<file path="src/rtl/multi_rect_pkg.sv">
// Shared constants and helpers for the multi-rectangle draw stage.
// Border ring support is selected by MULTI_RECT_BORDER_EN in the consuming files.
package multi_rect_pkg;

  localparam int POS_W   = 12;
  localparam int ARITH_W = 14;
  localparam logic [23:0] BORDER_RGB = 24'hFFFFFF;

  function automatic logic [23:0] paletteColour(input int idx);
    case (idx)
      0:       paletteColour = 24'hFF0000;
      1:       paletteColour = 24'h00FF00;
      2:       paletteColour = 24'h0000FF;
      3:       paletteColour = 24'hFFFF00;
      4:       paletteColour = 24'hFF00FF;
      5:       paletteColour = 24'h00FFFF;
      6:       paletteColour = 24'hFF8000;
      default: paletteColour = 24'h8080FF;
    endcase
  endfunction

  // Signed sum is pinned into [0, maxV]; values in range keep their low bits.
  function automatic logic [POS_W-1:0] clampPos(input logic signed [ARITH_W-1:0] v,
                                                input logic [POS_W-1:0] maxV);
    if (v < 0)
      clampPos = '0;
    else if (v > $signed({{(ARITH_W-POS_W){1'b0}}, maxV}))
      clampPos = maxV;
    else
      clampPos = v[POS_W-1:0];
  endfunction

  function automatic logic signed [ARITH_W-1:0] stepDelta(input logic plus, input logic minus,
                                                          input int step);
    stepDelta = (plus ? ARITH_W'(step) : '0) - (minus ? ARITH_W'(step) : '0);
  endfunction

endpackage

</file>
<file path="src/rtl/multi_rect_draw_rect_hit.sv">
// Combinational hit test of the current pixel against one rectangle.
// With MULTI_RECT_BORDER_EN an extra flag marks the 2-px ring just inside the edge.
module rect_hit
  import multi_rect_pkg::*;
#(
  parameter int RECT_W = 64,
  parameter int RECT_H = 64
) (
  input  logic [POS_W-1:0] hcnt_i,
  input  logic [POS_W-1:0] vcnt_i,
  input  logic [POS_W-1:0] x_i,
  input  logic [POS_W-1:0] y_i,
  output logic             hit_o
`ifdef MULTI_RECT_BORDER_EN
  , output logic           edge_o
`endif
);

  localparam logic [POS_W:0] W_EXT = (POS_W+1)'(RECT_W);
  localparam logic [POS_W:0] H_EXT = (POS_W+1)'(RECT_H);

  logic [POS_W:0] hExt, vExt, xBeg, yBeg, xEnd, yEnd;
  logic inX, inY;

  assign hExt = {1'b0, hcnt_i};
  assign vExt = {1'b0, vcnt_i};
  assign xBeg = {1'b0, x_i};
  assign yBeg = {1'b0, y_i};
  assign xEnd = xBeg + W_EXT;
  assign yEnd = yBeg + H_EXT;
  assign inX  = (hExt >= xBeg) && (hExt < xEnd);
  assign inY  = (vExt >= yBeg) && (vExt < yEnd);
  assign hit_o = inX && inY;

`ifdef MULTI_RECT_BORDER_EN
  logic nearX, nearY;
  assign nearX  = (hExt < xBeg + (POS_W+1)'(2)) || (hExt >= xEnd - (POS_W+1)'(2));
  assign nearY  = (vExt < yBeg + (POS_W+1)'(2)) || (vExt >= yEnd - (POS_W+1)'(2));
  assign edge_o = hit_o && (nearX || nearY);
`endif

endmodule

</file>
<file path="src/rtl/multi_rect_draw.sv">
// Draws N movable rectangles over a background with a 2-clock sync/pixel pipeline.
// Define MULTI_RECT_BORDER_EN to ring the selected rectangle in white.
module multi_rect_draw
  import multi_rect_pkg::*;
#(
  parameter int          N_RECT = 4,
  parameter int          RECT_W = 64,
  parameter int          RECT_H = 64,
  parameter int          H_ACT  = 1280,
  parameter int          V_ACT  = 720,
  parameter int          STEP   = 8,
  parameter logic [23:0] BG_RGB = 24'h000000,
  localparam int         SEL_W  = (N_RECT > 1) ? $clog2(N_RECT) : 1
) (
  input  logic             clk,
  input  logic             rst_n,
  input  logic             i_pls_c,
  input  logic             i_pls_e,
  input  logic             i_pls_w,
  input  logic             i_pls_s,
  input  logic             i_pls_n,
  input  logic             i_mouse_valid,
  input  logic [8:0]       i_mouse_dif_x,
  input  logic [8:0]       i_mouse_dif_y,
  input  logic             i_sync_vs,
  input  logic             i_sync_hs,
  input  logic             i_sync_va,
  input  logic             i_sync_ha,
  input  logic             i_sync_de,
  output logic             o_sync_vs,
  output logic             o_sync_hs,
  output logic             o_sync_va,
  output logic             o_sync_ha,
  output logic             o_sync_de,
  output logic [7:0]       o_sync_red,
  output logic [7:0]       o_sync_grn,
  output logic [7:0]       o_sync_blu,
  output logic [SEL_W-1:0] o_sel
);

  localparam logic [POS_W-1:0] X_MAX   = POS_W'(H_ACT - RECT_W);
  localparam logic [POS_W-1:0] Y_MAX   = POS_W'(V_ACT - RECT_H);
  localparam logic [POS_W-1:0] RESET_Y = POS_W'(16);

  function automatic logic [POS_W-1:0] resetX(input int k);
    int v;
    v = k * (RECT_W + 16);
    if (v > H_ACT - RECT_W) v = H_ACT - RECT_W;
    return POS_W'(v);
  endfunction

  logic [POS_W-1:0] liveX_q [N_RECT];
  logic [POS_W-1:0] liveY_q [N_RECT];
  logic [POS_W-1:0] liveX_d [N_RECT];
  logic [POS_W-1:0] liveY_d [N_RECT];
  logic [POS_W-1:0] shadowX_q [N_RECT];
  logic [POS_W-1:0] shadowY_q [N_RECT];
  logic [SEL_W-1:0] sel_q, sel_d;
  logic             vsPrev_q, haPrev_q, vsRise, btnAny;
  logic [POS_W-1:0] hcnt_q, vcnt_q;
  logic signed [ARITH_W-1:0] dx, dy, sumX, sumY;
  logic [N_RECT-1:0] hitComb, hit_q;
  logic [4:0]       sync1_q, sync2_q;
  logic [23:0]      pixelRgb, rgb_q;
`ifdef MULTI_RECT_BORDER_EN
  logic [SEL_W-1:0]  shadowSel_q;
  logic [N_RECT-1:0] edgeComb;
  logic              edge_q;
`endif

  assign vsRise = i_sync_vs & ~vsPrev_q;
  assign btnAny = i_pls_e | i_pls_w | i_pls_s | i_pls_n;

  // Buttons win over the mouse; the move lands on the selection held this cycle.
  always_comb begin
    liveX_d = liveX_q;
    liveY_d = liveY_q;
    sel_d   = sel_q;
    dx      = '0;
    dy      = '0;
    if (btnAny) begin
      dx = stepDelta(i_pls_e, i_pls_w, STEP);
      dy = stepDelta(i_pls_s, i_pls_n, STEP);
    end else if (i_mouse_valid) begin
      dx = {{(ARITH_W-9){i_mouse_dif_x[8]}}, i_mouse_dif_x};
      dy = {{(ARITH_W-9){i_mouse_dif_y[8]}}, i_mouse_dif_y};
    end
    sumX = $signed({{(ARITH_W-POS_W){1'b0}}, liveX_q[sel_q]}) + dx;
    sumY = $signed({{(ARITH_W-POS_W){1'b0}}, liveY_q[sel_q]}) + dy;
    liveX_d[sel_q] = clampPos(sumX, X_MAX);
    liveY_d[sel_q] = clampPos(sumY, Y_MAX);
    if (i_pls_c)
      sel_d = (sel_q == SEL_W'(N_RECT - 1)) ? '0 : sel_q + SEL_W'(1);
  end

  // Shadow copies are only refreshed at vsync so a frame never tears.
  always_ff @(posedge clk or negedge rst_n) begin
    if (!rst_n) begin
      for (int k = 0; k < N_RECT; k++) begin
        liveX_q[k]   <= resetX(k);
        liveY_q[k]   <= RESET_Y;
        shadowX_q[k] <= resetX(k);
        shadowY_q[k] <= RESET_Y;
      end
      sel_q    <= '0;
      vsPrev_q <= 1'b0;
`ifdef MULTI_RECT_BORDER_EN
      shadowSel_q <= '0;
`endif
    end else begin
      liveX_q  <= liveX_d;
      liveY_q  <= liveY_d;
      sel_q    <= sel_d;
      vsPrev_q <= i_sync_vs;
      if (vsRise) begin
        shadowX_q <= liveX_q;
        shadowY_q <= liveY_q;
`ifdef MULTI_RECT_BORDER_EN
        shadowSel_q <= sel_q;
`endif
      end
    end
  end

  always_ff @(posedge clk or negedge rst_n) begin
    if (!rst_n) begin
      hcnt_q   <= '0;
      vcnt_q   <= '0;
      haPrev_q <= 1'b0;
    end else begin
      haPrev_q <= i_sync_ha;
      hcnt_q   <= i_sync_ha ? hcnt_q + POS_W'(1) : '0;
      if (!i_sync_va)
        vcnt_q <= '0;
      else if (haPrev_q && !i_sync_ha)
        vcnt_q <= vcnt_q + POS_W'(1);
    end
  end

  for (genvar k = 0; k < N_RECT; k++) begin : g_hit
    rect_hit #(.RECT_W(RECT_W), .RECT_H(RECT_H)) u_hit (
      .hcnt_i (hcnt_q),
      .vcnt_i (vcnt_q),
      .x_i    (shadowX_q[k]),
      .y_i    (shadowY_q[k]),
      .hit_o  (hitComb[k])
`ifdef MULTI_RECT_BORDER_EN
      , .edge_o (edgeComb[k])
`endif
    );
  end

  // Walking downwards lets the lowest-index hit overwrite the others.
  always_comb begin
    pixelRgb = BG_RGB;
    for (int k = N_RECT - 1; k >= 0; k--)
      if (hit_q[k]) pixelRgb = paletteColour(k);
`ifdef MULTI_RECT_BORDER_EN
    if (edge_q) pixelRgb = BORDER_RGB;
`endif
    if (!sync1_q[0]) pixelRgb = '0;
  end

  always_ff @(posedge clk or negedge rst_n) begin
    if (!rst_n) begin
      sync1_q <= '0;
      sync2_q <= '0;
      hit_q   <= '0;
      rgb_q   <= '0;
`ifdef MULTI_RECT_BORDER_EN
      edge_q  <= 1'b0;
`endif
    end else begin
      sync1_q <= {i_sync_vs, i_sync_hs, i_sync_va, i_sync_ha, i_sync_de};
      hit_q   <= hitComb;
      sync2_q <= sync1_q;
      rgb_q   <= pixelRgb;
`ifdef MULTI_RECT_BORDER_EN
      edge_q  <= edgeComb[shadowSel_q];
`endif
    end
  end

  assign o_sync_vs  = sync2_q[4];
  assign o_sync_hs  = sync2_q[3];
  assign o_sync_va  = sync2_q[2];
  assign o_sync_ha  = sync2_q[1];
  assign o_sync_de  = sync2_q[0];
  assign o_sync_red = rgb_q[23:16];
  assign o_sync_grn = rgb_q[15:8];
  assign o_sync_blu = rgb_q[7:0];
  assign o_sel      = sel_q;

endmodule

</file>
<file path="config.mk">
export PLATFORM = sky130hd
export DESIGN_NAME = multi_rect_draw
export DESIGN_NICKNAME = d
export VERILOG_FILES = /design/src/rtl/multi_rect_pkg.sv /design/src/rtl/multi_rect_draw_rect_hit.sv /design/src/rtl/multi_rect_draw.sv
export SDC_FILE = /design/constraint.sdc
export NUM_CORES = 1
export LEC_CHECK = 0
export BUFFER_PORTS_ARGS = -buffer_cell sky130_fd_sc_hd__buf_2
export CAP_MARGIN = 30
export CORE_UTILIZATION = 40
export CTS_BUF_LIST = sky130_fd_sc_hd__clkbuf_4 sky130_fd_sc_hd__clkbuf_8
export DETAILED_ROUTE_END_ITERATION = 6
export PLACE_DENSITY = 0.54
export SLEW_MARGIN = 20
export SYNTH_ARGS = -nofsm -noshare
export SYNTH_HDL_FRONTEND = slang
export SYNTH_SLANG_ARGS = --single-unit
</file>
<file path="constraint.sdc">
create_clock -name clk -period 7.1 [get_ports clk]
set_input_delay 1.42 -clock clk [delete_from_list [all_inputs] [get_ports clk]]
set_output_delay 1.42 -clock clk [all_outputs]
set_load 0.005 [all_outputs]
</file>
==> qor.yml, run 1 <==
core_um2: 38700
hp-class: "register to register"
drtPass1Iterations: 5
dp_hpwl_um: 27400
status: "completed"
syn_area_per_cell_um2: 10.4
cp-end-kind: "register"
drt_wl_total_um: 37700
timing.rr.end: "liveX_q[24]"
dpl_cell_area_um2: 16400
finalMaxSlewViolations: 0
min_period_ns: 4.76
finalPower_mw: 5.88
grt_util_all_layers: 0.192
synth_compound_area_frac: 0.144
muxShareOfSynthArea: 0.112
tightest_slew_ns: 0.979
synth.distinct_cells: 89
slowest_stage: "a21oi_4"
rsz0062_at_grt: "false"
fin_crit_sh: 0.671
synth_edf_count: 0
most-common-layout-cells: "dfrtp_1 (210), ha_1 (187), inv_1 (154), nand2_1 (115), mux2_2 (104)"
grt_pass1_wl_um: 62000
first_iter_violations: 698
relSlewSlack: 0.346
critPathRequiredTime_ns: 7.51
worst_path_dominant_cell_family: "simple AND/OR/NAND/NOR gates"
finClkSkew_ns: 0.0133
peakVddDrop_uv: 196
numPortBuffers: 61
post_cts_buffers: 0
final.setup.tns_ns: 0
cp.buffers_inverters: 3
grt_pass1_vias: 11400
hold_viol_final: 0
yosys_register_bits: 235
cts_tree: "yes"
drc: 0
viasPerCell: 5.36
p_per_area_nw_per_um2: 339
vias: 11300
synthAdderAreaFrac: 0.151
synth_ff_type: "dfrtp_1"
initial_core_util: 0.406
async_reset_ff_frac: 1.00
ant_nets: 0
power.internal_mw: 3.51
switching_share: 0.402
crit_fanout: 24
synth_top_area_cell: "dfrtp_1"
hold_end: "sync2_q[2]"
fin_ws_ns: 2.34
htreeDepth: 2
clockPowerShare: 0.236
clock_path_buffers: 3
hold_path_depth: 0
synth_xor_area_frac: 0.0391
synth_area_leaders: "dfrtp_1 (34%), ha_1 (15%), mux2_2 (7.4%)"
hold_buffers: 0
synth_fp_nets: 1735
critPathLaunchType: "input port"
cts-root-buf: "clkbuf_8"
path_cells: "buf_2 -> inv_1 -> ha_1 -> and4bb_2 -> and2_1 -> ha_1 -> inv_1 -> fa_1 -> nor2b_1 -> o21a_1 -> nor2_1 -> xnor2_1 -> nor4_1 -> or3_4 -> a21oi_4 -> o32ai_1"
io_pins: 62
combPwrFrac: 0.416
die_x_um: 200
drive_above_1_share: 0.227
timing.rr.start: "o_sel[0]"
reg2reg_slack_ns: 2.55
clk_pin_slew_ns: 0.06
clock-sinks: 235
seqPwrFrac: 0.347
finish.instance_area_um2: 17300
worst-endpoint-arrival_ns: 5.18
antenna_found_initial: 0
wl_per_cell_um: 17.8
setup_viol: 0
dpl_worst_slack_ns: 1.71
postSynthCellCount: 1515
grt_overflow_total: 0
grt_max_degree: 119
chipHeight_um: 200
clock.fmax_ghz: 0.210
clk_latency_ns: 0.57
synthSimpleGateAreaFrac: 0.117
synth.top_cell.area_share: 0.336
crit_type: "input port to register"
numCtsBuffers: 44
diodes: 0
ys_seq_area_frac: 0.376
nets: 1782
area_growth_pct: 10.2
critPathMaxStageDelay_ns: 0.78
cap_violations: 0
die_area_um2: 40100
leakagePower_nw: 7.97
layout_commonest_cell: "dfrtp_1"
switchingPower_mw: 2.36
cts-resized-gates: 0
holdCritStartpoint: "sync1_q[2]"
r2r_cells: 11
globalplace.congestion: 0.840
rows: 72
synth_area_um2: 15700
ys.warnings.count: 0
synth_top_family_by_area: "adder cells"
## per-layer routing
layer | GRT usage | up-vias | part of all wire
met5 | 0 | - | 0
met3 | 0.0295 | 41 | 0.038
met4 | 0.0461 | 0 | 0.014
met1 | 0.292 | 5556 | 0.52
li1 | - | 5504 | -
met2 | 0.284 | 217 | 0.42
## cell type report
| class | count | area (µm²) |
|---|---|---|
| clock buffers | 67 | 841 |
| clock inverters | 9 | 87.6 |
| fillers | 3736 | 21400 |
| inverters | 155 | 582 |
| multi-input cells | 1056 | 8870 |
| flip-flops and latches | 235 | 5910 |
| well taps | 518 | 648 |
| repair buffers | 70 | 395 |
## stage by stage
| stage | hold slack, ns | util | std cells |
|---|---|---|---|
| 3_5_place_dp | 0.339 | 0.423 | 2034 |
| 4_1_cts | 0.355 | 0.447 | 2110 |
| 6_report | 0.349 | 0.448 | 2110 |
| 5_1_grt | 0.362 | 0.448 | 2110 |
| 3_3_place_gp | 0.333 | 0.423 | 2034 |
| 2_1_floorplan | 0.331 | - | 1515 |
## synth_stat cells (7+ instances only)
| cell | number |
|---|---|
| a2111oi_0 | 7 |
| o32ai_2 | 22 |
| nand3_1 | 54 |
| nor3_2 | 7 |
| buf_4 | 21 |
| nand2_1 | 115 |
| a211oi_1 | 10 |
| xor2_1 | 10 |
| dfrtp_1 | 211 |
| mux4_2 | 24 |
| a21o_1 | 14 |
| xnor2_1 | 57 |
| a41oi_1 | 8 |
| nor2b_1 | 29 |
| ha_1 | 187 |
| dfstp_2 | 24 |
| buf_1 | 8 |
| nor3_1 | 18 |
| nand2b_1 | 13 |
| nand4_1 | 8 |
| inv_1 | 154 |
| o21ai_0 | 89 |
| a21oi_1 | 55 |
| clkbuf_1 | 33 |
| o22ai_1 | 9 |
| o211ai_1 | 7 |
| o21a_1 | 21 |
| nor2_1 | 44 |
| and2_1 | 24 |
| and3_1 | 11 |
| mux2_2 | 104 |
| a31oi_1 | 9 |
## sequential cells by signal, indices dropped and copies added (netlist names)
register,flops
liveX_q,48
liveY_q,48
shadowX_q,48
shadowY_q,48
hcnt_q,12
vcnt_q,12
sync1_q,5
sync2_q,5
hit_q,4
rgb_q,3
o_sel,2
## power by group through the flow
stage,Sequential [mW],Combinational [mW],Clock (mW)
floorplan,1.88,1.96,0
detailed placement,2.06,2.44,0
finish,2.04,2.45,1.39
global route,2.09,2.73,1.50
global placement,2.05,2.41,0
CTS,2.04,2.45,1.44
## cell families (layout without fill, tap and decap cells)
logic type,after synthesis,count (layout)
AOI/OAI and AO/OA,307,307
muxes,132,132
adders and majority gates,189,189
buffers and inverters,224,301
xor gates and xnor gates,68,68
and+or+nand+nor,360,360
DFF,235,235
## worst max-delay path by stage
stage	start	cells past startpoint	to
floorplan	i_pls_e	14	liveY_q[15]
global placement	i_pls_e	16	liveX_q[24]
detailed placement	i_pls_e	14	liveX_q[25]
CTS	i_pls_e	14	liveX_q[24]
global route	i_pls_e	16	liveX_q[0]
finish	i_pls_e	16	liveX_q[24]
(Power assumes the default switching activity.)
==> run 2: changes to the inputs <==
- PLACE_DENSITY: 0.54 -> 0.56
- clock period: 7.1 -> 4.3 ns (I/O delays scaled with it)
==> run 2 against run 1 <==
Cell count is 1.9% higher. Die area unchanged. First-iteration DRC count fell by 12%. Via count up 0.57%. Combinational power rose by 78%. Critical path type is now register to register. Critical endpoint is now liveY_q[36].
==> qor.yml, run 2 (same netlist as run 1, synthesis figures left out) <==
status: "completed"
cts-root-buf: "clkbuf_8"
cts-resized-gates: 0
power.internal_mw: 6.15
hold_buffers: 0
chipHeight_um: 200
ant_nets: 0
nets: 1818
die_x_um: 200
setup_viol: 0
grt_overflow_total: 0
critPathRequiredTime_ns: 4.81
critPathLaunchType: "register"
vias: 11400
path_cells: "buf_4 -> mux4_2 -> ha_1 -> buf_4 -> o211ai_1 -> nand2_1 -> and2_2 -> o311ai_4 -> a311o_1 -> o2111ai_2 -> nor3_2 -> mux2_2"
relSlewSlack: 0.469
seqPwrFrac: 0.333
min_period_ns: 3.89
globalplace.congestion: 0.854
fin_crit_sh: 0.904
crit_type: "register to register"
numPortBuffers: 61
rows: 72
critPathMaxStageDelay_ns: 0.86
hold_viol_final: 0
core_um2: 38700
clock_path_buffers: 3
dpl_worst_slack_ns: -0.0477
finalMaxSlewViolations: 0
finClkSkew_ns: 0.0204
clk_pin_slew_ns: 0.06
clockPowerShare: 0.237
htreeDepth: 2
initial_core_util: 0.406
io_pins: 62
wl_per_cell_um: 17.4
worst-endpoint-arrival_ns: 4.40
dp_hpwl_um: 27800
grt_pass1_vias: 11700
combPwrFrac: 0.431
antenna_found_initial: 0
first_iter_violations: 614
diodes: 0
drtPass1Iterations: 5
drc: 0
drive_above_1_share: 0.246
fin_ws_ns: 0.411
die_area_um2: 40100
cts_tree: "yes"
final.setup.tns_ns: 0
crit_top_cell: "buf_4"
layout_commonest_cell: "dfrtp_1"
r2r_cells: 12
area_growth_pct: 12.8
p_per_area_nw_per_um2: 569
drt_wl_total_um: 37400
hp-class: "input port to asynchronous set/reset pin"
crit_fanout: 13
switchingPower_mw: 3.95
post_cts_buffers: 0
rsz0062_at_grt: "false"
switching_share: 0.391
slowest_stage: "dfrtp_1"
grt_pass1_wl_um: 62400
grt_max_degree: 100
clock.fmax_ghz: 0.257
leakagePower_nw: 8.19
viasPerCell: 5.29
tightest_slew_ns: 0.787
clk_latency_ns: 0.58
peakVddDrop_uv: 353
cap_violations: 0
numCtsBuffers: 43
grt_util_all_layers: 0.192
cp-end-kind: "register"
clock-sinks: 235
most-common-layout-cells: "dfrtp_1 (210), ha_1 (187), inv_1 (154), nand2_1 (115), mux2_2 (104)"
-- run 2: cell count changes in the layout (fill, tap and decap cells not counted) --
cell and change:
buf_12 +6, inv_8 +1, clkinv_2 -5, o2bb2ai_1 +1, clkbuf_8 +3, clkinvlp_4 +2, buf_4 +31, clkbuf_4 +4
clkinv_8 -1, o2bb2ai_2 -1
-- run 2: worst max-delay path, delay by kind of cell, from the launching register on --
kind | cells | cell delay, ns
compound gates | 4 | 0.89
flops | 1 | 0.86
simple gates | 3 | 0.69
mux | 2 | 0.58
buf+inv | 2 | 0.46
fa+ha+maj | 1 | 0.34
-- run 2: cell type report --
class / count / area (µm²)
inverters: 155 / 582
repair buffers: 107 / 748
well taps: 518 / 648
flip-flops and latches: 235 / 5910
clock buffers: 74 / 912
multi-input cells: 1056 / 8870
fillers: 3665 / 21000
clock inverters: 6 / 72.6
-- run 2: final timing paths --
kind | slack (ns) | end | start
setup / recovery | 0.41 | liveY_q[36] | o_sel[1]
hold / removal | 0.34 | shadowX_q[36] | rst_n
setup reg to reg | 0.41 | liveY_q[36] | o_sel[1]
hold reg to reg | 0.35 | sync2_q[2] | sync1_q[2]
max in group asynchronous | 3.00 | shadowX_q[7] | rst_n
min in group clk | 0.35 | sync2_q[2] | sync1_q[2]
-- run 2: stage by stage --
stage / power (mW) / hold slack [ns] / std cells / utilization / area [µm²]
floorplan: 6.34 / 0.331 / 1515 / - / 15700
detailed placement: 7.73 / 0.335 / 2071 / 0.433 / 16800
finish: 10.1 / 0.337 / 2151 / 0.458 / 17700
global placement: 7.65 / 0.333 / 2071 / 0.433 / 16800
global route: 10.8 / 0.358 / 2151 / 0.458 / 17700
CTS: 10.2 / 0.331 / 2151 / 0.458 / 17700
-- run 2: power groups by stage --
stage / sequential [mW] / combinational, mW / clock [mW]
2_1_floorplan: 3.10 / 3.24 / 0
3_3_place_gp: 3.37 / 4.28 / 0
3_5_place_dp: 3.39 / 4.34 / 0
4_1_cts: 3.35 / 4.37 / 2.47
5_1_grt: 3.43 / 4.84 / 2.56
6_report: 3.36 / 4.35 / 2.39
-- run 2: per-layer routing --
metal	wire [µm]	vias up	part of all wire	track usage
li1	-	5558	-	-
met3	1540	51	0.041	0.0236
met5	0	-	0	0
met4	710	0	0.019	0.0553
met2	16100	225	0.43	0.287
met1	19000	5548	0.51	0.291
==> run 3: changes to the inputs <==
- ABC_CLOCK_PERIOD_IN_PS: not set -> 4300
- GPL_TIMING_DRIVEN: not set -> 0
==> run 3 against run 2 <==
Fmax is 5.3% lower. Worst hold slack worse by 0.049 ns. Clock skew is 0.0014 ns lower. Cell area is 0.11% higher. Setup slack worse by 0.22 ns. Count of clock-buffer cells in the layout is 4 lower. Die area stayed put. Highest routed layer unchanged. First-iteration DRC count is 23% higher.
==> qor.yml, run 3 (same netlist as run 1, synthesis figures left out) <==
status: "completed"
vias: 11700
hold_viol_final: 0
nets: 1844
crit_type: "register to register"
finClkSkew_ns: 0.0190
grt_overflow_total: 0
chipHeight_um: 200
cap_violations: 0
grt_pass1_vias: 11900
min_period_ns: 4.11
io_pins: 62
critPathRequiredTime_ns: 4.78
dpl.cell_count: 2097
wl_per_cell_um: 18.5
clock_path_buffers: 3
clk_pin_slew_ns: 0.06
setup_viol: 0
cp-end-kind: "register"
grt_max_degree: 90
fin_ws_ns: 0.195
ant_nets: 0
diodes: 0
die_x_um: 200
fin_cells: 2176
area_growth_pct: 12.9
power.internal_mw: 5.88
grt_util_all_layers: 0.205
drt_wl_total_um: 40300
clock.fmax_ghz: 0.244
viasPerCell: 5.37
fillerInstances: 3738
multi_input_area_um2: 8900
whs_ns: 0.289
numCtsBuffers: 42
clockPowerShare: 0.225
p_per_area_nw_per_um2: 563
finish.instance_area_um2: 17800
worst-endpoint-arrival_ns: 4.59
leakagePower_nw: 8.18
drc: 0
final.setup.tns_ns: 0
tightest_slew_ns: 0.825
drtPass1Iterations: 7
fin_crit_sh: 0.955
cts_tree: "yes"
finalMaxSlewViolations: 0
core_um2: 38700
die_area_um2: 40100
globalplace.congestion: 0.872
switching_share: 0.411
rsz0062_at_grt: "true"
critPathLaunchType: "register"
clk_latency_ns: 0.59
initial_core_util: 0.406
numPortBuffers: 61
relSlewSlack: 0.450
crit_fanout: 10
seqPwrFrac: 0.334
first_iter_violations: 757
hp-class: "input port to asynchronous set/reset pin"
dpl_worst_slack_ns: -0.768
grt_pass1_wl_um: 65200
drive_above_1_share: 0.236
antenna_found_initial: 0
finalPower_mw: 10.0
clock-sinks: 235
most-common-layout-cells: "dfrtp_1 (211), ha_1 (187), inv_1 (154), nand2_1 (115), mux2_2 (104)"
peakVddDrop_uv: 320
dpl_cell_area_um2: 16800
fin_util: 0.458
htreeDepth: 2
layout_commonest_cell: "dfrtp_1"
regArea_um2: 5910
switchingPower_mw: 4.11
combPwrFrac: 0.441
cts-root-buf: "clkbuf_8"
rows: 72
dp_hpwl_um: 30900
## run 3: cell count changes in the layout (fill, tap and decap cells not counted), moves of 4 or more
cell	delta
clkbuf_1	+30
buf_12	-7
nor3_4	+4
buf_6	+5
nor3_2	-4
buf_4	-14
clkbuf_8	-5
buf_1	+4
## run 3: area by class of cell
class | count | area share
Multi-Input combinational cell | 1056 | 0.501
Sequential cell | 235 | 0.333
Clock buffer | 70 | 0.0479
Tap cell | 518 | 0.0365
Inverter | 155 | 0.0328
Timing Repair Buffer | 66 | 0.0232
Buffer | 68 | 0.0219
Clock inverter | 8 | 0.00359
## run 3: final timing paths
kind | start | to | slack (ns) | cells after the start
setup / recovery | o_sel[1] | liveX_q[5] | 0.19 | 14
hold / removal | rst_n | hcnt_q[0] | 0.29 | 2
setup reg to reg | o_sel[1] | liveX_q[5] | 0.19 | 14
hold reg to reg | sync1_q[3] | sync2_q[3] | 0.35 | 0
max in group asynchronous | rst_n | shadowY_q[16] | 2.83 | 4
min in group clk | sync1_q[3] | sync2_q[3] | 0.35 | 0
## run 3: worst max-delay path, stage by stage (launching register included)
cell and delay [ns]:
dfrtp_1 0.40, clkbuf_2 0.34, clkbuf_2 0.41, mux4_2 0.42, ha_1 0.42, o21a_1 0.19, and4_4 0.26, a21oi_4 0.08
a21oi_2 0.21, mux2_4 0.32, o22ai_2 0.23, a211oi_4 0.08, buf_4 0.17, buf_6 0.16, o32ai_2 0.30
## run 3: power groups by stage
stage | clock network (mW) | registers [mW] | logic, mW
6_report | 2.25 | 3.34 | 4.41
5_1_grt | 2.40 | 3.41 | 4.87
4_1_cts | 2.31 | 3.32 | 4.35
3_5_place_dp | 0 | 3.36 | 4.31
3_3_place_gp | 0 | 3.35 | 4.21
2_1_floorplan | 0 | 3.10 | 3.24
## run 3: repair_timing
| action | in CTS | in global routing |
|---|---|---|
| setup buffers | 0 | 2 |
| pin swaps | 0 | 2 |
| setup endpoints to repair | 84 | 78 |
| hold buffers | 0 | 0 |
| resized for setup | 14 | 8 |
## run 3: metal layers
metal  global-route usage  vias to the layer above  wire [µm]
met5                    0                        -          0
met4               0.0662                        0        915
met3               0.0299                       61       1690
met2                0.318                      265      17700
met1                0.293                     5744      20000
li1                     -                     5625          -
